## src/rtl/syn_pkg.sv

```systemverilog
// Shared types and default sizing for the synapse scheduler.
// Optional feature macro: SYN_SCHED_SAT_EN (saturating accumulate).
package syn_pkg;

  typedef enum logic [1:0] {
    IDLE,
    ISSUE,
    DRAIN,
    DONE
  } state_t;

  localparam int DEF_DATA_W = 8;
  localparam int DEF_N_IN   = 4;

endpackage

```

## src/rtl/synapse_sched_synapse.sv

```systemverilog
// Single shared synapse: registered multiply, one cycle from operands to product.
// The product keeps only the low DATA_W bits of data*weight.
module synapse_sched_synapse
  import syn_pkg::*;
#(
  parameter int DATA_W = DEF_DATA_W
) (
  input  logic              clk_i,
  input  logic              rst_ni,
  input  logic              i_en,
  input  logic [DATA_W-1:0] i_data,
  input  logic [DATA_W-1:0] i_weight,
  output logic [DATA_W-1:0] o_prod
);

  logic [DATA_W-1:0] r_prod;

  always_ff @(posedge clk_i) begin
    if (!rst_ni) begin
      r_prod <= '0;
    end else if (i_en) begin
      r_prod <= i_data * i_weight;
    end
  end

  assign o_prod = r_prod;

endmodule

```

## src/rtl/synapse_sched.sv

```systemverilog
// Time-multiplexes N_IN data/weight pairs through one synapse and accumulates the sum.
// Define SYN_SCHED_SAT_EN to clamp the accumulator on overflow instead of wrapping.
module synapse_sched
  import syn_pkg::*;
#(
  parameter int N_IN   = DEF_N_IN,
  parameter int DATA_W = DEF_DATA_W
) (
  input  logic                     clk_i,
  input  logic                     rst_ni,
  input  logic                     start_i,
  input  logic [N_IN*DATA_W-1:0]   data_i,
  input  logic [N_IN*DATA_W-1:0]   weight_i,
  input  logic                     ready_i,
  output logic                     busy_o,
  output logic                     valid_o,
  output logic [DATA_W-1:0]        sum_o,
  output logic                     ovf_o
);

  localparam int IDX_W = (N_IN > 1) ? $clog2(N_IN) : 1;
  localparam logic [IDX_W-1:0] LAST_IDX = IDX_W'(N_IN - 1);

  state_t                   r_state;
  logic [N_IN*DATA_W-1:0]   r_data;
  logic [N_IN*DATA_W-1:0]   r_weight;
  logic [IDX_W-1:0]         r_idx;
  logic                     r_inflight;
  logic [DATA_W-1:0]        r_acc;
  logic                     r_ovf;
  logic                     r_busy;
  logic                     r_valid;

  logic [DATA_W-1:0]        w_data;
  logic [DATA_W-1:0]        w_weight;
  logic [DATA_W-1:0]        w_prod;
  logic                     w_issue;
  logic [DATA_W:0]          w_sum;
  logic [DATA_W-1:0]        w_acc_next;

  // Select the latched pair addressed by the issue index.
  always_comb begin
    w_data   = '0;
    w_weight = '0;
    for (int k = 0; k < N_IN; k++) begin
      if (r_idx == IDX_W'(k)) begin
        w_data   = r_data[k*DATA_W +: DATA_W];
        w_weight = r_weight[k*DATA_W +: DATA_W];
      end
    end
  end

  assign w_issue = (r_state == ISSUE);
  assign w_sum   = {1'b0, r_acc} + {1'b0, w_prod};

`ifdef SYN_SCHED_SAT_EN
  assign w_acc_next = w_sum[DATA_W] ? {DATA_W{1'b1}} : w_sum[DATA_W-1:0];
`else
  assign w_acc_next = w_sum[DATA_W-1:0];
`endif

  synapse_sched_synapse #(
    .DATA_W (DATA_W)
  ) u_synapse (
    .clk_i    (clk_i),
    .rst_ni   (rst_ni),
    .i_en     (w_issue),
    .i_data   (w_data),
    .i_weight (w_weight),
    .o_prod   (w_prod)
  );

  // The in-flight flag trails each issue by one cycle, so only real products are summed.
  always_ff @(posedge clk_i) begin
    if (!rst_ni) begin
      r_state    <= IDLE;
      r_data     <= '0;
      r_weight   <= '0;
      r_idx      <= '0;
      r_inflight <= 1'b0;
      r_acc      <= '0;
      r_ovf      <= 1'b0;
      r_busy     <= 1'b0;
      r_valid    <= 1'b0;
    end else begin
      if (r_inflight) begin
        r_acc <= w_acc_next;
        r_ovf <= r_ovf | w_sum[DATA_W];
      end
      r_inflight <= w_issue;

      case (r_state)
        IDLE: begin
          if (start_i) begin
            r_data   <= data_i;
            r_weight <= weight_i;
            r_acc    <= '0;
            r_ovf    <= 1'b0;
            r_idx    <= '0;
            r_busy   <= 1'b1;
            r_state  <= ISSUE;
          end
        end
        ISSUE: begin
          if (r_idx == LAST_IDX) begin
            r_state <= DRAIN;
          end else begin
            r_idx <= r_idx + IDX_W'(1);
          end
        end
        DRAIN: begin
          r_valid <= 1'b1;
          r_state <= DONE;
        end
        DONE: begin
          if (ready_i) begin
            r_valid <= 1'b0;
            r_busy  <= 1'b0;
            r_state <= IDLE;
          end
        end
        default: r_state <= IDLE;
      endcase
    end
  end

  assign busy_o  = r_busy;
  assign valid_o = r_valid;
  assign sum_o   = r_acc;
  assign ovf_o   = r_ovf;

endmodule

```

## config.mk

```make
export PLATFORM = sky130hd
export DESIGN_NAME = synapse_sched
export DESIGN_NICKNAME = d
export VERILOG_FILES = /design/src/rtl/syn_pkg.sv /design/src/rtl/synapse_sched_synapse.sv /design/src/rtl/synapse_sched.sv
export SDC_FILE = /design/constraint.sdc
export NUM_CORES = 1
export LEC_CHECK = 0
export CAP_MARGIN = 40
export CORE_MARGIN = 1
export CORE_UTILIZATION = 49
export DETAILED_ROUTE_END_ITERATION = 8
export PLACE_DENSITY_LB_ADDON = 0.2
export SLEW_MARGIN = 20
export SYNTH_ARGS = -nofsm -noshare
export SYNTH_HDL_FRONTEND = slang
export SYNTH_SLANG_ARGS = --single-unit
```

## constraint.sdc

```tcl
create_clock -name clk_i -period 15.4 [get_ports clk_i]
set_input_delay 3.08 -clock clk_i [delete_from_list [all_inputs] [get_ports clk_i]]
set_output_delay 3.08 -clock clk_i [all_outputs]
set_load 0.02 [all_outputs]
```

==> flow_summary.ini, run 1 <==
[run_status]
status = finished, final reports clean

[global_routing]
grt_max_degree = 81
grtUsageTotal_pct = 22.52
overflow = 0
grt_pass1_vias = 4229
grt_first_pass_wirelength_um = 19930
antenna_found_initial = 0

[min_path]
hold_class = register to register

[sta]
hold_viol_final = 0
timing.fmax_ghz = 0.1818
hold_ws_ns = 0.4657
tightest_slew_ns = 0.7792
drv_slew = 0
fin_crit_sh_pct = 35.72
finalSetupTns_ns = 0
worst_slack_ns = 9.899
grt_setup_unrepaired = no
slew_headroom_pct = 48.05
setup_viol = 0
skew_ns = 0.01328
period_minus_slack_ns = 5.501

[logic_synthesis]
synthCells = 643
yosysWarnings = 0
syn_nets = 757
synth_cell_type_count = 52
synth_edf_count = 0
synthArstFlopShare_pct = 0
syn_avg_cell_area_um2 = 8.202
ys_seq_area_share_pct = 33.40
ys.flop_type = dfxtp_1
synth_seq_cells = 88
netlist_area_um2 = 5274

[routing]
vias_per_cell = 5.055
vias = 4241
antenna_left = 0
wl_um = 11770
dr.pass1.iters = 4
dr.first_iter.drc_count = 179
drcViolationCount = 0
wl_per_cell_um = 14.03

[final_layout]
drive_above_1_share_pct = 5.690
final_cells = 839
n_antenna_cell = 0
area_growth_pct = 19.88
nFillCells = 929
nets = 812
regArea_um2 = 1762
multiInputGateArea_um2 = 3167

[place]
place_inst = 823
port_buffers = 78
place_ws_ns = 9.889
dp_hpwl_um = 8944
gp_congestion = 0.8292

[clock_tree]
insertion_delay_ns = 0.37
numCtsBuffers = 9
post_cts_resized = 0
cts_tree = done
cts_sinks = 88
cts-root-buf = clkbuf_8
clockBufferDepth = 2
ctsHtreeMaxLevel = 3
holdBufCountCts = 0
clk_pin_slew_ns = 0.09
cts_setup_buffers = 0

[job]
maxCapViolations = 0

[pwr]
power.total_uw = 796.8
peakVddDrop_uv = 92.78
powerDensity_nw_per_um2 = 126.0
power_leakage_nw = 2.553

[critical_path]
critical_path_arrival_ns = 5.79
crit_path_end = u_synapse.o_prod[7]$_SDFFE_PN0P_
crit_chain = inv_1 -> ha_1 -> nand3b_1 -> a21oi_1 -> a21oi_1 -> nor2_1 -> a21oi_1 -> nand2b_1 -> fa_1 -> fa_1 -> inv_1 -> fa_1 -> inv_1 -> fa_1 -> inv_1 -> ha_1 -> a21oi_1 -> xnor2_1 -> xnor2_1 -> xnor2_1 -> xnor3_1 -> a21oi_1
r2r_cells = 22
critical_path.endpoint_type = register
crit_type = register to register
slowest_stage = ha_1
startpoint_type = register
r2r_slack_ns = 9.90
rr_endpoint = u_synapse.o_prod[7]$_SDFFE_PN0P_
worst-path-buf-inv = 4
crit_family = adder cells
crit_fanout = 17
r2r_start = r_idx[0]$_SDFFE_PN0P_
max_stage_delay_ns = 0.68
cp.required_ns = 15.69
crit_path_start = r_idx[0]$_SDFFE_PN0P_
path_depth = 22
cpMostUsedCell = a21oi_1

[die]
core_um2 = 10370
die_y_um = 105.7
top_level_ports = 79
rows = 37
initial_core_util_pct = 50.86
die_x_um = 105.7
die-area_um2 = 11180
-- flip-flops by register name (all words and copies together) (netlist names) --
signal and cells:
r_data 32, r_weight 32, sum_o 8, u_synapse.o_prod 8, r_idx 2, r_state 2
busy_o 1, ovf_o 1, r_inflight 1, valid_o 1
-- report_power, final --
| group | switching (mW) | internal, mW |
|---|---|---|
| Combinational | 0.182 | 0.124 |
| Clock | 0.0853 | 0.101 |
| Sequential | 0.0339 | 0.271 |
-- synth_stat cells, drive strengths merged, types with 5 or more instances --
| master | instances | area [µm²] |
|---|---|---|
| xnor2 | 16 | 140.1 |
| o21ai | 16 | 83.83 |
| clkbuf | 25 | 93.84 |
| buf | 15 | 108.9 |
| a21oi | 37 | 200.2 |
| dfxtp | 88 | 1762 |
| fa | 13 | 260.3 |
| ha | 33 | 412.9 |
| mux2i | 16 | 160.2 |
| nand3 | 5 | 25.02 |
| nor2b | 17 | 106.4 |
| inv | 38 | 142.6 |
| nor2 | 33 | 123.9 |
| nand2b | 6 | 37.54 |
| a22oi | 5 | 42.54 |
| nand3b | 7 | 90.09 |
| nand2 | 164 | 615.6 |
| a21boi | 65 | 488.0 |
-- layer usage --
layer / GRT usage, % / vias to the layer above / part of all wire [%]
li1: - / 2218 / -
met1: 31.27 / 1939 / 51
met2: 35.90 / 72 / 45
met3: 2.968 / 12 / 2.5
met4: 7.738 / 0 / 1.4
met5: 0 / - / 0
-- cell usage in the layout (no fill, tap or decap), drive strengths merged, types with 7 or more instances in the layout --
| cell type | n |
|---|---|
| nor2b | 17 |
| dfxtp | 88 |
| ha | 33 |
| a21oi | 37 |
| mux2i | 16 |
| a21boi | 65 |
| buf | 7 |
| nand3b | 7 |
| clkdlybuf4s50 | 77 |
| clkbuf | 11 |
| o21ai | 16 |
| xnor2 | 16 |
| fa | 13 |
| nand2 | 164 |
| nor2 | 33 |
| inv | 40 |
-- cell type report --
cell class                      instances  share of cell area, %
Multi-Input combinational cell        476                  50.09
Sequential cell                        88                  27.86
Timing Repair Buffer                   84                  13.30
Tap cell                              136                  2.691
Clock buffer                           11                  2.395
Inverter                               39                  2.315
Clock inverter                          5                  1.346
-- cells by family (layout without fill, tap and decap cells) --
kind of cell	Yosys count	count (layout)	synth area share, %
AOI/OAI and AO/OA	148	148	19.69
xor gates and xnor gates	20	20	3.582
muxes	16	16	3.037
DFF	88	88	33.40
and+or+nand+nor	246	246	20.90
buffers and inverters	79	139	6.619
adders and majority gates	46	46	12.76
-- stage by stage --
step | area (µm²) | utilization (%)
2_1_floorplan | 5274 | -
3_3_place_gp | 6051 | 58.35
3_5_place_dp | 6086 | 58.69
4_1_cts | 6322 | 60.97
5_1_grt | 6322 | 60.97
6_report | 6322 | 60.97
-- worst reg2reg max path, stage by stage, from the launching register on --
cell and delay (ns):
dfxtp_1 0.35, inv_1 0.12, ha_1 0.68, nand3b_1 0.15
a21oi_1 0.19, a21oi_1 0.06, nor2_1 0.11, a21oi_1 0.11
nand2b_1 0.21, fa_1 0.48, fa_1 0.55, inv_1 0.05
fa_1 0.47, inv_1 0.05, fa_1 0.52, inv_1 0.04
ha_1 0.31, a21oi_1 0.17, xnor2_1 0.15, xnor2_1 0.15
xnor2_1 0.15, xnor3_1 0.23, a21oi_1 0.14
-- how the worst min path moves through the flow --
stage	cells past startpoint	endpoint	start	slack, ns
2_1_floorplan	2	r_data[6]$_SDFFE_PN0P_	r_data[6]$_SDFFE_PN0P_	0.44
4_1_cts	2	ovf_o$_SDFF_PN0_	ovf_o$_SDFF_PN0_	0.47
3_3_place_gp	2	ovf_o$_SDFF_PN0_	ovf_o$_SDFF_PN0_	0.43
6_report	2	ovf_o$_SDFF_PN0_	ovf_o$_SDFF_PN0_	0.47
3_5_place_dp	2	ovf_o$_SDFF_PN0_	ovf_o$_SDFF_PN0_	0.45
5_1_grt	2	ovf_o$_SDFF_PN0_	ovf_o$_SDFF_PN0_	0.49
Power figures use the tool's default switching activity.
==> run 2: changes to the inputs <==
==> constraint.sdc (replaced) <==
create_clock -name clk_i -period 5.3 [get_ports clk_i]
set_input_delay 1.06 -clock clk_i [delete_from_list [all_inputs] [get_ports clk_i]]
set_output_delay 1.06 -clock clk_i [all_outputs]
set_load 0.02 [all_outputs]
==> flow_summary.ini, run 2 (synthesized netlist as in run 1, its figures left out) <==
[sta]
slew_headroom_pct = 51.69
hold_viol_final = 0
drv_slew = 0
period_minus_slack_ns = 5.045
skew_ns = 0.006067
timing.fmax_ghz = 0.1982
fin_crit_sh_pct = 95.18
setup_viol = 0
tightest_slew_ns = 0.7247

[place]
gp_congestion = 0.8813
place_inst = 839
dpl_cell_area_um2 = 6198
port_buffers = 78
dp_hpwl_um = 9579

[clock_tree]
cts_setup_buffers = 0
cts-root-buf = clkbuf_8
holdBufCountCts = 0
cts_tree = done
ctsHtreeMaxLevel = 3
clk_pin_slew_ns = 0.09
numCtsBuffers = 9
cts_sinks = 88
clockBufferDepth = 2
insertion_delay_ns = 0.37

[critical_path]
crit_type = register to register
crit_fanout = 13
crit_chain = inv_1 -> ha_4 -> buf_4 -> nand3b_1 -> a21oi_2 -> a21oi_1 -> o21ai_2 -> nand2_1 -> fa_1 -> fa_1 -> inv_1 -> fa_1 -> inv_1 -> fa_1 -> inv_1 -> ha_1 -> a21oi_2 -> xnor2_1 -> xnor2_1 -> xnor2_1 -> xnor3_1 -> a21oi_1
startpoint_type = register
worst-path-buf-inv = 5
max_stage_delay_ns = 0.54
cp.required_ns = 5.61
slowest_stage = fa_1
critical_path_arrival_ns = 5.35
critical_path.endpoint_type = register
crit_family = adder cells

[pwr]
peakVddDrop_uv = 268.1
powerDensity_nw_per_um2 = 364.0
power_leakage_nw = 2.626

[routing]
dr.first_iter.drc_count = 188
wl_per_cell_um = 14.71
antenna_left = 0
dr.pass1.iters = 4
vias = 4395
wl_um = 12580
vias_per_cell = 5.140
drcViolationCount = 0

[die]
core_um2 = 10370
die_y_um = 105.7
die_x_um = 105.7
die-area_um2 = 11180
top_level_ports = 79
initial_core_util_pct = 50.86
rows = 37

[final_layout]
final_cells = 855
nets = 828
n_antenna_cell = 0
top_regs = r_data: 32 flops, r_weight: 32 flops
nFillCells = 968
drive_above_1_share_pct = 8.901
area_growth_pct = 22.54
stdcell_area_um2 = 6462
final_cell_mix = 163 x nand2_1, 87 x dfxtp_1, 77 x clkdlybuf4s50_1, 65 x a21boi_0, 38 x inv_1
mostFrequentLayoutCell = nand2_1

[global_routing]
antenna_found_initial = 0
overflow = 0
grt_first_pass_wirelength_um = 20840
grt_pass1_vias = 4328
grtUsageTotal_pct = 23.85
grt_max_degree = 81

[min_path]
hold_class = register to register

[run_status]
status = finished, final reports clean

[job]
maxCapViolations = 0
run 2: cell types whose count changed in the layout (fill, tap and decap cells not counted), sizes merged:
| cell | change |
|---|---|
| buf | +16 |
| clkbuf | -2 |
| clkinv | +2 |
| clkinvlp | +1 |
| inv | -1 |
run 2: tightest hold or removal path, stage by stage (launching register included):
cell and delay, ns:
dfxtp_1 0.32, inv_1 0.04, a21oi_1 0.05
run 2: per-layer routing:
layer  wire (µm)  part of all wire [%]  global-route usage (%)
met1        6081                    48                   32.70
met2        5783                    46                   37.77
met3         527                   4.2                   4.453
met4         183                   1.5                   7.738
met5           0                     0                       0
run 2: path summary, 6_finish.rpt:
path	depth (start not counted)	startpoint	endpoint	slack, ns
setup / recovery	22	r_idx[1]$_SDFFE_PN0P_	u_synapse.o_prod[7]$_SDFFE_PN0P_	0.26
hold / removal	2	ovf_o$_SDFF_PN0_	ovf_o$_SDFF_PN0_	0.45
setup reg to reg	22	r_idx[1]$_SDFFE_PN0P_	u_synapse.o_prod[7]$_SDFFE_PN0P_	0.26
hold reg to reg	2	ovf_o$_SDFF_PN0_	ovf_o$_SDFF_PN0_	0.45
run 2: power by group:
group,switching (mW),internal [mW]
logic,0.544,0.395
registers,0.105,0.787
clock network,0.256,0.265
run 2: timing repair:
| item | in CTS | in global routing |
|---|---|---|
| resized for setup | 0 | 10 |
| endpoints found under the setup margin | 0 | 1 |
| hold endpoints to repair | 0 | 0 |
run 2: final cells by class:
| type | instances | area, µm² | share of cell area, % |
|---|---|---|---|
| Clock buffer | 9 | 123.9 | 1.917 |
| Sequential cell | 88 | 1763 | 27.28 |
| Tap cell | 136 | 170.2 | 2.633 |
| Timing Repair Buffer | 100 | 953.4 | 14.75 |
| Inverter | 39 | 146.4 | 2.265 |
| Multi-Input combinational cell | 476 | 3212 | 49.70 |
| Clock inverter | 7 | 93.84 | 1.452 |
run 2: metrics by stage:
step	utilization, %	setup WS [ns]	hold slack [ns]	TNS (ns)	power [mW]
after floorplan	-	0.2545	0.4389	0	1.542
after global routing	62.32	-0.006722	0.4736	-0.006722	2.520
after global placement	59.58	0.2792	0.4344	0	1.787
after detailed placement	59.77	0.1056	0.4433	0	1.832
final	62.32	0.2555	0.4489	0	2.352
after CTS	61.87	0.1018	0.4571	0	2.353
